===== config.mk =====
export PLATFORM = sky130hd
export DESIGN_NAME = mc_datapath_param
export DESIGN_NICKNAME = d
export VERILOG_FILES = /design/src/rtl/mc_datapath_param.sv
export SDC_FILE = /design/constraint.sdc
export NUM_CORES = 1
export LEC_CHECK = 0
export ABC_AREA = 1
export CORE_MARGIN = 1.5
export CORE_UTILIZATION = 35
export CTS_CLUSTER_DIAMETER = 100
export DETAILED_ROUTE_END_ITERATION = 12
export HOLD_SLACK_MARGIN = 0.02
export PLACE_DENSITY = 0.66
export SYNTH_ARGS = -nofsm -noshare
export SYNTH_HDL_FRONTEND = slang
export SYNTH_SLANG_ARGS = --single-unit

===== constraint.sdc =====
create_clock -name clk_i -period 5.84 [get_ports clk_i]
set_input_delay 1.168 -clock clk_i [delete_from_list [all_inputs] [get_ports clk_i]]
set_output_delay 1.168 -clock clk_i [all_outputs]
set_load 0.03 [all_outputs]

===== src/rtl/mc_datapath_param.sv =====
// Parametrised multi-cycle CPU datapath with a req/ready memory port that stalls the control unit.
// Define DP_PERF_CNT_EN to build the cycle/stall/instruction counters; otherwise those ports read 0.
module mc_datapath_param #(
  parameter int                   WORD_SIZE  = 16,
  parameter int                   REG_ADDR_W = 2,
  parameter int                   IMM_W      = 8,
  parameter logic [WORD_SIZE-1:0] RESET_PC   = '0,
  parameter int                   LINK_REG   = 2**REG_ADDR_W - 1
) (
  input  logic                 clk_i,
  input  logic                 reset_i,
  input  logic                 pc_write_i,
  input  logic                 pc_write_cond_i,
  input  logic                 i_or_d_i,
  input  logic                 mem_read_i,
  input  logic                 mem_write_i,
  input  logic                 mem_to_reg_i,
  input  logic                 ir_write_i,
  input  logic                 alu_src_a_i,
  input  logic                 reg_write_i,
  input  logic                 out_en_i,
  input  logic [1:0]           pc_source_i,
  input  logic [1:0]           alu_src_b_i,
  input  logic [1:0]           reg_dst_i,
  output logic [WORD_SIZE-1:0] inst_out_o,
  output logic                 stall_o,
  output logic [WORD_SIZE-1:0] alu_a_o,
  output logic [WORD_SIZE-1:0] alu_b_o,
  input  logic [WORD_SIZE-1:0] alu_c_i,
  input  logic                 alu_zero_i,
  output logic [WORD_SIZE-1:0] mem_addr_o,
  output logic [WORD_SIZE-1:0] mem_wdata_o,
  output logic                 mem_req_o,
  output logic                 mem_we_o,
  input  logic [WORD_SIZE-1:0] mem_rdata_i,
  input  logic                 mem_ready_i,
  output logic [WORD_SIZE-1:0] output_port_o,
  output logic                 output_valid_o,
  output logic [31:0]          cyc_cnt_o,
  output logic [31:0]          stall_cnt_o,
  output logic [31:0]          instr_cnt_o
);

  localparam int W    = WORD_SIZE;
  localparam int R    = REG_ADDR_W;
  localparam int NREG = 2**REG_ADDR_W;

  typedef enum logic {IDLE, REQ} memState_e;

  memState_e    state_q, state_d;
  logic         memReq_q, memWe_q, memWe_d;
  logic [W-1:0] pc_q, ir_q, a_q, b_q, aluOut_q, mdr_q, outPort_q;
  logic         outValid_q;
  logic [W-1:0] rf_q [NREG];

  logic [R-1:0] rs, rt, rd, wAddr;
  logic [W-1:0] immExt, jumpTarget, aluA, aluB, pcNext, wData;
  logic         memOp, memDone, stall, loadRead, pcEn;

  assign rs         = ir_q[W-5 -: R];
  assign rt         = ir_q[W-5-R -: R];
  assign rd         = ir_q[W-5-2*R -: R];
  assign immExt     = {{(W-IMM_W){ir_q[IMM_W-1]}}, ir_q[IMM_W-1:0]};
  assign jumpTarget = {pc_q[W-1:W-4], ir_q[W-5:0]};

  assign memOp    = mem_read_i | mem_write_i;
  assign memDone  = (state_q == REQ) & mem_ready_i;
  assign stall    = memOp & ~memDone;
  // A write (including read+write) never loads MDR/IR from the bus.
  assign loadRead = memDone & ~memWe_q;
  assign pcEn     = pc_write_i | (pc_write_cond_i & alu_zero_i);

  always_comb begin
    state_d = state_q;
    memWe_d = memWe_q;
    case (state_q)
      IDLE: if (memOp) begin
        state_d = REQ;
        memWe_d = mem_write_i;
      end
      REQ: if (mem_ready_i) begin
        state_d = IDLE;
        memWe_d = 1'b0;
      end
      default: state_d = IDLE;
    endcase
  end

  always_comb begin
    aluA  = alu_src_a_i ? a_q : pc_q;
    wData = mem_to_reg_i ? mdr_q : aluOut_q;
    case (alu_src_b_i)
      2'd0:    aluB = b_q;
      2'd1:    aluB = W'(1);
      2'd2:    aluB = immExt;
      default: aluB = '0;
    endcase
    case (pc_source_i)
      2'd0:    pcNext = alu_c_i;
      2'd1:    pcNext = aluOut_q;
      2'd2:    pcNext = jumpTarget;
      default: pcNext = rf_q[rs];
    endcase
    case (reg_dst_i)
      2'd1:    wAddr = rd;
      2'd2:    wAddr = R'(LINK_REG);
      default: wAddr = rt;
    endcase
  end

  always_ff @(posedge clk_i or posedge reset_i) begin
    if (reset_i) begin
      state_q  <= IDLE;
      memReq_q <= 1'b0;
      memWe_q  <= 1'b0;
    end else begin
      state_q  <= state_d;
      memReq_q <= (state_d == REQ);
      memWe_q  <= memWe_d;
    end
  end

  always_ff @(posedge clk_i or posedge reset_i) begin
    if (reset_i) begin
      pc_q       <= RESET_PC;
      ir_q       <= '0;
      a_q        <= '0;
      b_q        <= '0;
      aluOut_q   <= '0;
      mdr_q      <= '0;
      outPort_q  <= '0;
      outValid_q <= 1'b0;
    end else if (!stall) begin
      a_q        <= rf_q[rs];
      b_q        <= rf_q[rt];
      aluOut_q   <= alu_c_i;
      outValid_q <= out_en_i;
      if (pcEn)                   pc_q      <= pcNext;
      if (loadRead)               mdr_q     <= mem_rdata_i;
      if (loadRead && ir_write_i) ir_q      <= mem_rdata_i;
      if (out_en_i)               outPort_q <= rf_q[rs];
    end else begin
      outValid_q <= 1'b0;
    end
  end

  always_ff @(posedge clk_i or posedge reset_i) begin
    if (reset_i) begin
      for (int i = 0; i < NREG; i++) rf_q[i] <= '0;
    end else if (!stall && reg_write_i) begin
      rf_q[wAddr] <= wData;
    end
  end

`ifdef DP_PERF_CNT_EN
  logic [31:0] cycCnt_q, stallCnt_q, instrCnt_q;

  always_ff @(posedge clk_i or posedge reset_i) begin
    if (reset_i) begin
      cycCnt_q   <= '0;
      stallCnt_q <= '0;
      instrCnt_q <= '0;
    end else begin
      cycCnt_q <= cycCnt_q + 32'd1;
      if (stall)                  stallCnt_q <= stallCnt_q + 32'd1;
      if (loadRead && ir_write_i) instrCnt_q <= instrCnt_q + 32'd1;
    end
  end

  assign cyc_cnt_o   = cycCnt_q;
  assign stall_cnt_o = stallCnt_q;
  assign instr_cnt_o = instrCnt_q;
`else
  assign cyc_cnt_o   = '0;
  assign stall_cnt_o = '0;
  assign instr_cnt_o = '0;
`endif

  assign inst_out_o     = ir_q;
  assign stall_o        = stall;
  assign alu_a_o        = aluA;
  assign alu_b_o        = aluB;
  assign mem_addr_o     = i_or_d_i ? aluOut_q : pc_q;
  assign mem_wdata_o    = b_q;
  assign mem_req_o      = memReq_q;
  assign mem_we_o       = memWe_q;
  assign output_port_o  = outPort_q;
  assign output_valid_o = outValid_q;

endmodule


==> results of run 1 <==
-- area by class of cell --
| type | count | area (sq um) | area share, % |
|---|---|---|---|
| Clock inverter | 15 | 166 | 1.40 |
| Clock buffer | 17 | 425 | 3.58 |
| Sequential cell | 179 | 4480 | 37.7 |
| Timing Repair Buffer | 162 | 1610 | 13.5 |
| Antenna cell | 1 | 2.50 | 0.0211 |
| Multi-Input combinational cell | 999 | 4390 | 36.9 |
| Inverter | 87 | 338 | 2.84 |
| Tap cell | 378 | 473 | 3.98 |
-- worst paths after layout --
kind | start | to | slack (ns) | cells past startpoint
max in group asynchronous | reset_i | mem_req_o | 3.63 | 3
setup / recovery | alu_src_b_i[1] | alu_b_o[15] | 1.31 | 6
min in group asynchronous | reset_i | mem_wdata_o[13] | 1.02 | 2
hold / removal | pc_q[4] | pc_q[4] | 0.48 | 2
setup reg to reg | inst_out_o[8] | rf_q[49] | 3.09 | 7
hold reg to reg | pc_q[4] | pc_q[4] | 0.48 | 2
-- stage by stage --
stage / instance area (sq um) / hold slack (ns) / util [%] / setup WS (ns)
after floorplan: 10300 / 0.449 / - / 2.32
after global placement: 11300 / 0.462 / 40.5 / 1.35
after detailed placement: 11300 / 0.466 / 40.5 / 1.32
after CTS: 11900 / 0.486 / 42.6 / 1.33
after global routing: 11900 / 0.505 / 42.6 / 1.15
final: 11900 / 0.484 / 42.6 / 1.31
-- routing by layer --
metal / vias to the layer above / global-route usage [%] / routed length, um
met4: 2 / 9.08 / 990
met2: 427 / 31.6 / 13700
met3: 53 / 3.96 / 2380
met1: 4106 / 28.4 / 13300
li1: 4301 / - / -
met5: - / 0 / 13
-- cells in the mapped netlist (all sizes together) --
| cell type | count |
|---|---|
| o21ai | 189 |
| a32o | 1 |
| nand3 | 93 |
| conb | 1 |
| dfrtp | 179 |
| ha | 3 |
| or2 | 1 |
| clkbuf | 28 |
| nand4 | 32 |
| nor2 | 93 |
| nand2 | 469 |
| inv | 86 |
| a21oi | 22 |
| buf | 142 |
| clkinv | 1 |
-- state kept, by name, indices dropped and copies added (netlist names) --
| name | count |
|---|---|
| mem_wdata_o | 16 |
| inst_out_o | 16 |
| rf_q | 64 |
| a_q | 16 |
| mem_req_o | 1 |
| output_port_o | 16 |
| output_valid_o | 1 |
| aluOut_q | 16 |
| mem_we_o | 1 |
| pc_q | 16 |
| mdr_q | 16 |
-- power by group through the flow --
stage	Sequential, mW	Combinational, mW	Clock (mW)
6_report	2.07	2.49	1.15
5_1_grt	2.12	2.73	1.21
4_1_cts	2.06	2.49	1.16
3_5_place_dp	2.08	2.48	0
3_3_place_gp	2.07	2.46	0
2_1_floorplan	2.26	1.37	0
-- worst max-delay path, delay by kind of cell --
family | cells | cell delay, ns
simple gates | 2 | 0.70
compound gates | 1 | 0.23
buf+inv | 3 | 1.27
-- layout by cell type (no fill, tap or decap) --
master,count
inv_1,83
conb_1,96
nor2_8,2
a32o_1,1
nand3_4,2
nand3_2,1
nand2_2,8
diode_2,1
ha_1,3
clkinv_2,2
or2_2,1
nor2_1,88
nand4_1,32
nand2_1,457
clkdlybuf4s50_1,151
nand3_1,90
inv_4,1
o21ai_0,188
buf_4,10
clkinvlp_4,1
a21oi_4,1
inv_6,4
buf_12,1
nand2_4,4
inv_8,2
inv_2,1
clkinv_4,3
a21oi_1,21
clkbuf_16,17
clkinv_8,5
o21ai_4,1
dfrtp_1,179
nor2_2,3
-- cells by family (layout without fill, tap and decap cells) --
kind of cell,count (synthesis),in the layout,synth area share [%]
AOI/OAI and AO/OA,212,212,10.9
adders and majority gates,3,3,0.377
buffers and inverters,257,281,14.5
DFF,179,179,45.0
other,1,97,0.0377
and+or+nand+nor,688,688,29.1
==> flow_metrics.tcl, run 1 <==
set metrics [dict create \
    status "completed" \
    netSwitchingPower_mw 2.60 \
    p_total_mw 5.71 \
    io_pins 248 \
    setup-tns-final_ns 0 \
    die_height_um 172 \
    gp_congestion 0.857 \
    num_vias 8889 \
    start_kind "primary input" \
    yosysUniqueCellTypes 29 \
    drv_cap 0 \
    worst_ep_arrival_time_ns 3.37 \
    p_per_area_mw_per_mm2 481 \
    yosysTopAreaCell "dfrtp_1" \
    numCtsBuffers 17 \
    htree_levels 4 \
    place.port_buffers 151 \
    sum_of_overflow_across_all_layers_after_global_routing 0 \
    num_rows 61 \
    p_seq_share_pct 36.2 \
    clock_skew_ns 0.0126 \
    timing.final.max_slew_violations 0 \
    grt_antenna_before_repair 2 \
    grt_util_all_layers_pct 20.7 \
    cts-hold-fix-buffers 0 \
    p_leak_nw 5.81 \
    netSwitchingFraction_pct 45.5 \
    comb_power_share_pct 43.7 \
    detailedPlacementHpwl_um 20700 \
    routed_via_density 4.84 \
    ys_ff_latch 179 \
    rsz_0062_raised_after_global_routing "no" \
    netlist.area_leader.share_pct 45.0 \
    peakVddDrop_mv 0.251 \
    core_region_sq_mm 0.0279 \
    setup_viol 0 \
    max-slew-margin-rel_pct 24.5 \
    timing.critical_path.slowest_stage_cell "clkdlybuf4s50_1" \
    totalWireLength_um 30400 \
    finish.net_count 1501 \
    power.clock.fraction_pct 20.1 \
    post-route-drc-count 0 \
    timing_hold_violations_final 0 \
    yosysWarningCount 0 \
    crit_path_frequent_cell "clkdlybuf4s50_1" \
    post-route-period-util_pct 77.6 \
    critPathMaxStageDelay_ns 0.75 \
    routed_wire_length_per_instance_um 16.6 \
    drt-pass1-iter-count 6 \
    tritoncts "done" \
    path_cells "clkdlybuf4s50_1 > inv_1 > nor2_1 > nand2_1 > o21ai_0 > clkdlybuf4s50_1" \
    timing.fmax_mhz 221 \
    area.growth.synth_to_final_pct 19.3 \
    postSynthCellCount 1340 \
    fp.dieArea_sq_mm 0.0295 \
    ys_top_cells_by_area "dfrtp_1, nand2_1, o21ai_0, buf_4, nand3_1" \
    post_cts.resized_instances 0 \
    synth_area_sq_mm 0.00996 \
    final_cells 1838 \
    postCtsSetupRepairBufs 0 \
    filler_cell_count 2817 \
    internal_power_mw 3.11 \
    clk_transition_reported_paths_ns 0.07 \
    worst_skew_pair.late_latency_ns 0.44 \
    residual_antenna_violating_net_count_after_detailed_routing 0 \
    cp_data_required_time_ns 4.67 \
    clk_root_buffer_cell "clkbuf_16" \
    max_slew.worst_pin.slew_ns 1.13 \
    maximum_clock_path_buffer_count 2 \
    final_layout_size_suffix_gt1_share_pct 4.80 \
    die-width_um 172 \
    maximum_number_of_pins_on_one_net_before_global_route_repair 172 \
    initial_utilization_pct 35.7 \
    worst-setup-path-type "in2out" \
    drt-initial-drc-count 835 \
    tritoncts_num_sinks 179 \
    numPlacedInstances 1805 \
    synth_sequential_area_ratio_pct 45.0 \
    timing.final.crit_period_ns 4.53 \
    crit_path_end_kind "primary output" \
    grt_pass1_wl_um 45800 \
    synthesis.area_per_instance_sq_um 7.43 \
    min_path_type "reg2reg" \
    grt_pass1_vias 7970 \
    worst-path-max-fanout 9 \
]
No activity file was read; power rests on OpenSTA's default activity.
==> inputs of run 2 (changes only) <==
==> constraint.sdc (replaced) <==
create_clock -name clk_i -period 3.9 [get_ports clk_i]
set_input_delay 0.78 -clock clk_i [delete_from_list [all_inputs] [get_ports clk_i]]
set_output_delay 0.78 -clock clk_i [all_outputs]
set_load 0.03 [all_outputs]
==> flow_metrics.tcl, run 2 (synthesis gave the netlist of run 1 again) <==
set metrics [dict create \
    gp_congestion 0.852 \
    die_height_um 172 \
    timing.final.crit_period_ns 3.46 \
    clock_skew_ns 0.00987 \
    core_region_sq_mm 0.0279 \
    worst-path-max-fanout 15 \
    gr-usage-met3_pct 4.28 \
    maximum_number_of_pins_on_one_net_before_global_route_repair 68 \
    finish.net_count 1510 \
    worst_ep_arrival_time_ns 2.68 \
    grt_antenna_before_repair 2 \
    post_cts.resized_instances 0 \
    final_common_cell "nand2_1" \
    timing_hold_violations_final 0 \
    routed_via_density 4.92 \
    mostFrequentLayoutCells "nand2_1, o21ai_0, dfrtp_1" \
    numCtsBuffers 17 \
    filler_cell_count 2821 \
    drt-pass1-iter-count 5 \
    clk_root_buffer_cell "clkbuf_16" \
    setup-tns-final_ns 0 \
    timing.critical_path.slowest_stage_cell "clkdlybuf4s50_1" \
    grt_util_met1_pct 28.7 \
    final_layout_size_suffix_gt1_share_pct 5.99 \
    post-route-drc-count 0 \
    peakVddDrop_mv 0.310 \
    detailedPlacementHpwl_um 21800 \
    io_pins 248 \
    crit_path_frequent_cell "clkdlybuf4s50_1" \
    worst-setup-path-type "in2out" \
    tritoncts_num_sinks 179 \
    htree_levels 4 \
    p_total_mw 8.78 \
    sum_of_overflow_across_all_layers_after_global_routing 0 \
    cts-hold-fix-buffers 0 \
    path_cells "clkdlybuf4s50_1 > or2_2 > o21ai_0 > clkdlybuf4s50_1" \
    totalWireLength_um 31100 \
    setup_slack_ns 0.443 \
    critPathMaxStageDelay_ns 0.71 \
    area.growth.synth_to_final_pct 21.4 \
    rsz_0062_raised_after_global_routing "no" \
    routed_wire_length_per_instance_um 16.9 \
    residual_antenna_violating_net_count_after_detailed_routing 0 \
    flip_flop_count_of_the_largest_register_all_copies_and_words_added 64 \
    timing.fmax_mhz 289 \
    max-slew-margin-rel_pct 25.6 \
    global_route.usage.met2_pct 32.8 \
    status "completed" \
    postCtsSetupRepairBufs 0 \
    pre_cts_slack_ns 0.469 \
    num_vias 9090 \
    timing.final.max_slew_violations 0 \
    place.port_buffers 151 \
    p_leak_nw 5.92 \
    clk_transition_reported_paths_ns 0.07 \
    crit_path_end_kind "primary output" \
    maximum_clock_path_buffer_count 2 \
    grt_pass1_wl_um 46900 \
    hold_slack_ns 0.484 \
    setup_viol 0 \
    p_per_area_mw_per_mm2 726 \
    fp.dieArea_sq_mm 0.0295 \
    max_slew.worst_pin.slew_ns 1.12 \
    num_rows 61 \
    grt_pass1_vias 8212 \
    tritoncts "done" \
    drv_cap 0 \
    die-width_um 172 \
    grt-busiest-layer "met2" \
    min_path_type "reg2reg" \
    register_ranked_first_by_flip_flop_count "rf_q" \
    post-route-period-util_pct 88.6 \
    worst_skew_pair.late_latency_ns 0.45 \
    initial_utilization_pct 35.7 \
    cp_data_required_time_ns 3.12 \
    grt_util_all_layers_pct 21.3 \
    drt-initial-drc-count 956 \
    start_kind "primary input" \
]
[run 2: changes by cell type in the layout (fill, tap and decap cells not counted), sizes merged]
| cell | change |
|---|---|
| clkinv | -3 |
| bufinv | +2 |
| buf | +18 |
| inv | +1 |
| clkdlybuf4s50 | -9 |
[run 2: per-layer routing]
layer	vias to the layer above	part of all wire [%]
li1	4322	-
met5	-	0.039
met1	4275	43
met2	426	45
met3	65	8.2
met4	2	3.3
[run 2: worst max-delay path, delay by kind of cell]
kind            cells  cell delay, ns
simple gates        1            0.51
buf+inv             2            1.14
compound gates      1            0.25
[run 2: final timing paths]
path                       cells after the start              end  slack [ns]      startpoint
max in group asynchronous                      3      aluOut_q[6]        2.21         reset_i
max reg2reg                                    8          pc_q[4]        1.45  inst_out_o[10]
min reg2reg                                    2          pc_q[3]        0.48         pc_q[3]
min in group asynchronous                      2  mem_wdata_o[10]        0.82         reset_i
min                                            2          pc_q[3]        0.48         pc_q[3]
max                                            4       alu_b_o[6]        0.44  alu_src_b_i[0]
[run 2: final cells by class]
class / count / area (sq um) / share of cell area, %
antenna: 1 / 2.50 / 0.0207
multi-input combinational: 999 / 4390 / 36.3
clock buffer: 17 / 425 / 3.52
inverter: 87 / 338 / 2.80
tap: 378 / 473 / 3.91
sequential: 179 / 4480 / 37.1
clock inverter: 15 / 214 / 1.77
timing repair buffer: 171 / 1760 / 14.6
[run 2: power breakdown]
part / switching (mW) / internal, mW
logic: 2.53 / 1.28
clock network: 0.879 / 0.991
registers: 0.538 / 2.57
total: 3.94 / 4.83
[run 2: metrics by stage]
stage | area [sq um] | std cells | util [%]
final | 12100 | 1847 | 43.4
after global placement | 11400 | 1814 | 41.1
after floorplan | 10300 | 1435 | -
after detailed placement | 11400 | 1814 | 41.1
after global routing | 12100 | 1846 | 43.4
after CTS | 12100 | 1846 | 43.4
==> inputs of run 3 (changes only) <==
--- a/config.mk
+++ b/config.mk
@@ -7,11 +7,11 @@
 export LEC_CHECK = 0
 export ABC_AREA = 1
 export CORE_MARGIN = 1.5
-export CORE_UTILIZATION = 35
+export CORE_UTILIZATION = 45
 export CTS_CLUSTER_DIAMETER = 100
 export DETAILED_ROUTE_END_ITERATION = 12
 export HOLD_SLACK_MARGIN = 0.02
-export PLACE_DENSITY = 0.66
+export PLACE_DENSITY_LB_ADDON = 0.15
 export SYNTH_ARGS = -nofsm -noshare
 export SYNTH_HDL_FRONTEND = slang
 export SYNTH_SLANG_ARGS = --single-unit
==> flow_metrics.tcl, run 3 (synthesis gave the netlist of run 1 again) <==
set metrics [dict create \
    io_pins 248 \
    clock_skew_ns 0.0114 \
    hold_path_startpoint "output_port_o[0]" \
    hold-path-cell-count 2 \
    filler_cell_count 2080 \
    register_ranked_first_by_flip_flop_count "rf_q" \
    area.growth.synth_to_final_pct 18.9 \
    totalWireLength_um 30400 \
    gp_congestion 0.842 \
    p_per_area_mw_per_mm2 735 \
    grt_util_all_layers_pct 26.7 \
    num_antenna_cells 0 \
    tritoncts "done" \
    crit_start "alu_src_b_i[1]" \
    crit_path_end_kind "primary output" \
    numCtsBuffers 17 \
    finalCoreUtilization_pct 54.4 \
    flip_flop_count_of_the_largest_register_all_copies_and_words_added 64 \
    setup_viol 0 \
    post-route-drc-count 0 \
    timing.fmax_mhz 283 \
    p_leak_nw 5.87 \
    grt_pass1_wl_um 46100 \
    hold_slack_ns 0.487 \
    rsz_0062_raised_after_global_routing "no" \
    worst-path-max-fanout 9 \
    num_rows 54 \
    sum_of_overflow_across_all_layers_after_global_routing 0 \
    post-route-period-util_pct 90.7 \
    p_total_mw 8.70 \
    worst_ep_arrival_time_ns 2.76 \
    min_path_type "reg2reg" \
    register_to_register_path_setup_slack_ns 1.77 \
    wl_met2_um 14300 \
    timing_hold_violations_final 0 \
    finish.net_count 1507 \
    final_common_cell "nand2_1" \
    place.port_buffers 151 \
    clk_root_buffer_cell "clkbuf_16" \
    die-width_um 152 \
    rr_worst_depth 6 \
    detailedPlacementHpwl_um 20600 \
    timing.final.max_slew_violations 0 \
    timing.final.crit_period_ns 3.54 \
    final_layout_size_suffix_gt1_share_pct 5.73 \
    holdPathEnd "output_port_o[0]" \
    cts-hold-fix-buffers 0 \
    num_vias 9011 \
    worst_r2r_endpoint "rf_q[56]" \
    routed-wl-met3_um 1940 \
    residual_antenna_violating_net_count_after_detailed_routing 0 \
    max_slew.worst_pin.slew_ns 1.15 \
    tritoncts_num_sinks 179 \
    routed_via_density 5.16 \
    core_region_sq_mm 0.0218 \
    worst_skew_pair.late_latency_ns 0.44 \
    post_cts.resized_instances 0 \
    status "completed" \
    htree_levels 4 \
    routed_wire_length_per_instance_um 17.4 \
    setup-tns-final_ns 0 \
    die_height_um 152 \
    drt-initial-drc-count 846 \
    met1_length_um 13500 \
    drv_cap 0 \
    max-slew-margin-rel_pct 23.3 \
    clk_transition_reported_paths_ns 0.07 \
    worst-setup-path-type "in2out" \
    maximum_number_of_pins_on_one_net_before_global_route_repair 180 \
    maximum_clock_path_buffer_count 2 \
    grt_antenna_before_repair 0 \
    cp_data_required_time_ns 3.12 \
    postCtsSetupRepairBufs 0 \
    timing.rr.start "inst_out_o[8]" \
    drt-pass1-iter-count 5 \
    grt_pass1_vias 8053 \
    initial_utilization_pct 45.8 \
    highest_metal_layer_with_signal_wires "met4" \
    fp.dieArea_sq_mm 0.0230 \
    peakVddDrop_mv 0.372 \
    start_kind "primary input" \
    mostFrequentLayoutCells "nand2_1, o21ai_0, dfrtp_1" \
]
[run 3: per-layer routing]
metal / global-route usage [%] / vias up
met3: 3.44 / 35
met2: 42.6 / 377
met5: 0 / -
met1: 37.8 / 4293
li1: - / 4306
met4: 8.13 / 0
[run 3: through the flow]
stage / area (sq um) / std cells / setup slack [ns]
final: 11800 / 1745 / 0.363
after global placement: 11200 / 1713 / 0.340
after global routing: 11800 / 1745 / 0.233
after detailed placement: 11200 / 1713 / 0.367
after CTS: 11800 / 1745 / 0.366
after floorplan: 10300 / 1435 / 0.825
[run 3: layout make-up]
class,count,area [sq um],area share [%]
clock buffers,17,425,3.59
clock inverters,15,209,1.77
inverters,87,338,2.85
multi-input cells,999,4390,37.1
flip-flops and latches,179,4480,37.9
well taps,280,350,2.96
repair buffers,168,1640,13.9
[run 3: critical path: stages]
cell	delay [ns]
clkdlybuf4s50_1	0.47
inv_1	0.05
nor2_1	0.25
nand2_1	0.30
o21ai_0	0.19
clkdlybuf4s50_1	0.72
[run 3: where the power goes]
group	switching (mW)	leakage, nW	internal (mW)
Sequential	0.529	2.21	2.57
Combinational	2.51	3.35	1.24
Clock	0.854	0.311	0.991
[run 3: worst max-delay path by stage]
stage / endpoint / slack, ns / cells past startpoint
after global routing: alu_b_o[15] / 0.23 / 6
after CTS: alu_b_o[15] / 0.37 / 6
after detailed placement: alu_b_o[15] / 0.37 / 6
after global placement: alu_b_o[15] / 0.34 / 6
final: alu_b_o[15] / 0.36 / 6
after floorplan: a_q[0] / 0.83 / 1
==> RTL change 1, RTL diff (settings of run 1) <==
Change the parameter `IMM_W` from 8 to 10.
--- a/src/rtl/mc_datapath_param.sv
+++ b/src/rtl/mc_datapath_param.sv
@@ -3,7 +3,7 @@
 module mc_datapath_param #(
   parameter int                   WORD_SIZE  = 16,
   parameter int                   REG_ADDR_W = 2,
-  parameter int                   IMM_W      = 8,
+  parameter int                   IMM_W      = 10,
   parameter logic [WORD_SIZE-1:0] RESET_PC   = '0,
   parameter int                   LINK_REG   = 2**REG_ADDR_W - 1
 ) (
Check against the original RTL: not equivalent (a bounded check fails within 4 cycles, from zero or initial values and one cycle with reset_i high).
==> RTL change 1 against run 1 <==
- routed wire length grew 0.80%
- critical path depth shrank 2
- via count grew 1.3%
- final area shrank 0.18%
- total power grew 0.16%
- largest power group unchanged
- hold slack lost 0.00061 ns
- critical path type unchanged
- sequential cell count is the same
- setup slack gained 0.082 ns
- area after synthesis grew 0.30%
- count of clock-buffer cells in the layout is the same
==> RTL change 1: results (changes against run 1) <==
| Metric | Value |
|---|---|
| GRT Total Usage | 21.0% (+0.34 points) |
| Min-delay worst type | reg2reg |
| Max_slew headroom | 15.8% (-8.7 points) |
| Met3 Use GR | 4.03% (+0.071 points) |
| Worst Clk Skew | 0.0125 ns (-0.000128 ns) |
| First DRT Iteration DRCs | 951 (+14%) |
| Met2 GRT Util | 34.2% (+2.6 points) |
| Placed instance area | 11,300 um2 (-0.13%) |
| Max VDD drop | 0.220 mV (-13%) |
| Avg Inst Size Synth | 7.44 um2 (+0.15%) |
| Most used DFF post-synth | dfrtp_1 |
| Final critical-path share of the clock period | 76.2% (-1.4 points) |
| R2R depth | 6 (-1) |
| Antenna violations before repair | 0 (-2) |
| Routed met2 length | 14,500 um (+5.8%) |
| Synth area leaders | dfrtp_1 45%, nand2_1 17%, o21ai_0 9.4% |
| WL/cell | 16.7 um (+0.80%) |
| Maximum clock insertion buffer count | 2 (unchanged) |
| End of the worst register-to-register path | rf_q[57] |
| Worst Path Arrival | 3.28 ns (-0.09 ns) |
| Crit Reg-Reg Startpoint | inst_out_o[8] |
| Crit path from | i_or_d_i |
| Met3 WL | 2470 um (+3.7%) |
| # diodes | 0 (-1) |
| Worst hold slack | 0.483 ns (-0.000606 ns) |
| Leak Pwr | 5.80 nW (-0.18%) |
| Crit Path Max Fanout | 32 (+23) |
| Critical path endpoint | mem_addr_o[5] |
| Met1 GRT Util | 27.7% (-0.73 points) |
| Psw | 2.57 mW (-1.0%) |
| Largest net degree at the start of global routing | 180 (+4.7%) |
| Status | finished, final reports clean |
| Slowest stage delay, CP | 1.11 ns (+0.36 ns) |
| Netlist cell types | 28 (-3.4%) |
| Hold Path Sink | output_port_o[2] |
| Dpl hpwl | 20,900 um (+1.3%) |
| Met1 wire length | 12,800 um (-4.3%) |
| Vias in the first global route | 8,112 (+1.8%) |
| Reg-to-reg slack, setup | 3.01 ns (-0.08 ns) |
| HP Start | output_port_o[2] |
| Share of layout cells above drive strength 1 | 4.52% (-0.28 points) |
| Setup slack at placement | 1.37 ns (+0.0519 ns) |
| Hold Path Cell Cnt | 2 (unchanged) |
| Via-to-Cell Ratio | 4.90 (+1.3%) |
| First-pass GRT wire length | 46,900 um (+2.3%) |
| GP Congestion | 0.819 (-4.4%) |
| Top Layer Used | met4 |
| Post-synth top cells | 461 x nand2_1, 188 x o21ai_0, 179 x dfrtp_1 |
| Clk pwr share | 20.4% (+0.3 points) |
| Sequential fraction of the synthesis area | 44.9% (-0.14 points) |
## RTL change 1: cell count changes in the layout (fill, tap and decap cells not counted), moves of 2 or more
cell | run 1 | this run
clkinv_8 | 5 | 0
nand2_2 | 8 | 6
clkinv_2 | 2 | 0
nand2_1 | 457 | 461
clkinvlp_4 | 1 | 3
inv_8 | 2 | 5
## RTL change 1: cell type report
class,count,area (um2)
Clock buffer,17,425
Clock inverter,15,163
Fill cell,2828,16100
Inverter,87,333
Multi-Input combinational cell,1001,4390
Sequential cell,179,4480
Tap cell,378,473
Timing Repair Buffer,161,1600
## RTL change 1: cell families after synthesis
logic type | count (synthesis) | share of synthesized area [%]
AOI/OAI and AO/OA | 212 | 10.9
DFF | 179 | 44.9
other | 1 | 0.0376
adders and majority gates | 3 | 0.376
buffers and inverters | 257 | 14.8
and+or+nand+nor | 690 | 29.0
==> RTL change 2, RTL diff (flow settings as in run 1) <==
Made on the original files. Build with the macro `DP_PERF_CNT_EN` defined.
--- a/src/rtl/mc_datapath_param.sv
+++ b/src/rtl/mc_datapath_param.sv
@@ -1,5 +1,7 @@
 // Parametrised multi-cycle CPU datapath with a req/ready memory port that stalls the control unit.
 // Define DP_PERF_CNT_EN to build the cycle/stall/instruction counters; otherwise those ports read 0.
+`define DP_PERF_CNT_EN
+
 module mc_datapath_param #(
   parameter int                   WORD_SIZE  = 16,
   parameter int                   REG_ADDR_W = 2,
Function: changed (a bounded check fails within 4 cycles, from zero or initial values and one cycle with reset_i high).
==> RTL change 2 against run 1 <==
- via count is 44% higher
- total power is 34% higher
- clock power is 88% higher
- setup slack worse by 0.036 ns
- sequential share of layout area is 0.69 points higher
- sequential cell count is 96 higher
- area after synthesis is 40% higher
- register-to-register slack worse by 0.15 ns
- final area is 51% higher
- synthesized cell count is 36% higher
- routed wire length is 47% higher
- critical path type unchanged
- critical endpoint is now stall_o
- largest cell class unchanged
==> RTL change 2: results (changes against run 1) <==
| Metric | Value |
|---|---|
| GRT Total Usage | 21.8% (+1.1 points) |
| Dpl hpwl | 31,900 um (+54%) |
| Status | finished, final reports clean |
| Share of layout cells above drive strength 1 | 4.47% (-0.33 points) |
| Hold Path Sink | pc_q[12] |
| Vias | 12,800 (+44%) |
| Worst Path Arrival | 3.40 ns (+0.03 ns) |
| Sw frac | 39.0% (-6.5 points) |
| First DRT Iteration DRCs | 1,026 (+23%) |
| Antenna violations before repair | 10 (+8) |
| Drt pass-1 iters | 5 (-1) |
| First-pass GRT wire length | 69,200 um (+51%) |
| R2R depth | 6 (-1) |
| Worst hold slack | 0.484 ns (+0.000610 ns) |
| Source-to-sink clock delay at the later pin of the worst-skew pair | 0.53 ns (+0.09 ns) |
| Leak Pwr | 8.21 nW (+41%) |
| End of the worst register-to-register path | pc_q[0] |
| Post-synthesis cell count | 1,819 (+36%) |
| Post-synth top cells | 589 x nand2_1, 275 x dfrtp_1, 223 x o21ai_0 |
| Reg-to-reg slack, setup | 2.94 ns (-0.15 ns) |
| Placed Cells | 2,518 (+40%) |
| Fillers | 3,873 (+37%) |
| Sequential fraction of the synthesis area | 49.5% (+4.5 points) |
| Synth area leaders | dfrtp_1 50%, nand2_1 16%, o21ai_0 8.0% |
| Crit Path Max Fanout | 43 (+34) |
| Inserted Clock Buffers | 34 (+17) |
| Max VDD drop | 0.253 mV (+0.68%) |
| Vias in the first global route | 12,100 (+51%) |
| Crit Reg-Reg Startpoint | inst_out_o[11] |
| Largest net degree at the start of global routing | 160 (-7.0%) |
RTL change 2: changes by cell type after synthesis, sizes merged, moves of 37 or more:
cell / run 1 / this run
dfrtp: 179 / 275
inv: 86 / 171
nand2: 469 / 596
nor2: 93 / 199
o21ai: 189 / 265
buf: 142 / 31
xor2: 0 / 37
RTL change 2: layer usage:
metal	part of all wire [%]	wire length [um]	vias to the layer above	global-route usage, %
li1	-	-	6230	-
met2	44	19600	479	33.0
met5	0.13	57	-	0
met3	9.3	4190	84	6.93
met1	43	19500	6042	29.1
met4	3.3	1500	8	7.99
RTL change 2: power groups by stage:
stage | Sequential (mW) | Combinational, mW | Clock [mW]
after floorplan | 3.10 | 1.25 | 0
after global placement | 2.89 | 2.56 | 0
after detailed placement | 2.90 | 2.61 | 0
after CTS | 2.87 | 2.62 | 2.20
after global routing | 2.94 | 2.85 | 2.27
final | 2.88 | 2.60 | 2.16
RTL change 2: worst max-delay path, stage by stage:
cell and delay [ns]:
clkdlybuf4s50_1 0.56, nor2_1 0.11, nor2_4 0.71, clkdlybuf4s50_1 0.82
RTL change 2: area by class of cell:
cell class | instances | share of cell area [%]
Sequential cell | 275 | 38.4
Multi-Input combinational cell | 1299 | 33.6
Timing Repair Buffer | 254 | 14.2
Clock buffer | 47 | 5.71
Inverter | 172 | 3.64
Tap cell | 518 | 3.62
Clock inverter | 13 | 0.705
Antenna cell | 7 | 0.0977
RTL change 2: worst max-delay path by stage:
stage / from / endpoint / slack [ns] / cells past startpoint
CTS: mem_write_i / stall_o / 1.26 / 4
global placement: mem_write_i / stall_o / 1.29 / 4
floorplan: reset_i / a_q[0] / 1.03 / 1
global route: i_or_d_i / mem_addr_o[10] / 1.11 / 4
detailed placement: mem_write_i / stall_o / 1.27 / 4
finish: mem_write_i / stall_o / 1.27 / 4
RTL change 2: logic make-up after synthesis:
group / after synthesis / synth area share (%)
AND/OR/NAND/NOR: 933 / 27.8
AO/OA/AOI/OAI: 299 / 11.1
flip-flops: 275 / 49.5
buffers and inverters: 245 / 7.12
XOR/XNOR: 60 / 3.78
adder cells (fa/ha/maj): 6 / 0.540
multiplexers: 1 / 0.0721
RTL change 2: per-stage QoR:
step                utilization [%]  total power, mW  cell area, um2  worst slack, ns
finish                         46.0             7.64           17900             1.27
global route                   46.0             8.06           17900             1.11
CTS                            46.0             7.69           17900             1.26
detailed placement             43.0             5.50           16800             1.27
global placement               43.0             5.44           16800             1.29
floorplan                         -             4.35           13900             1.03
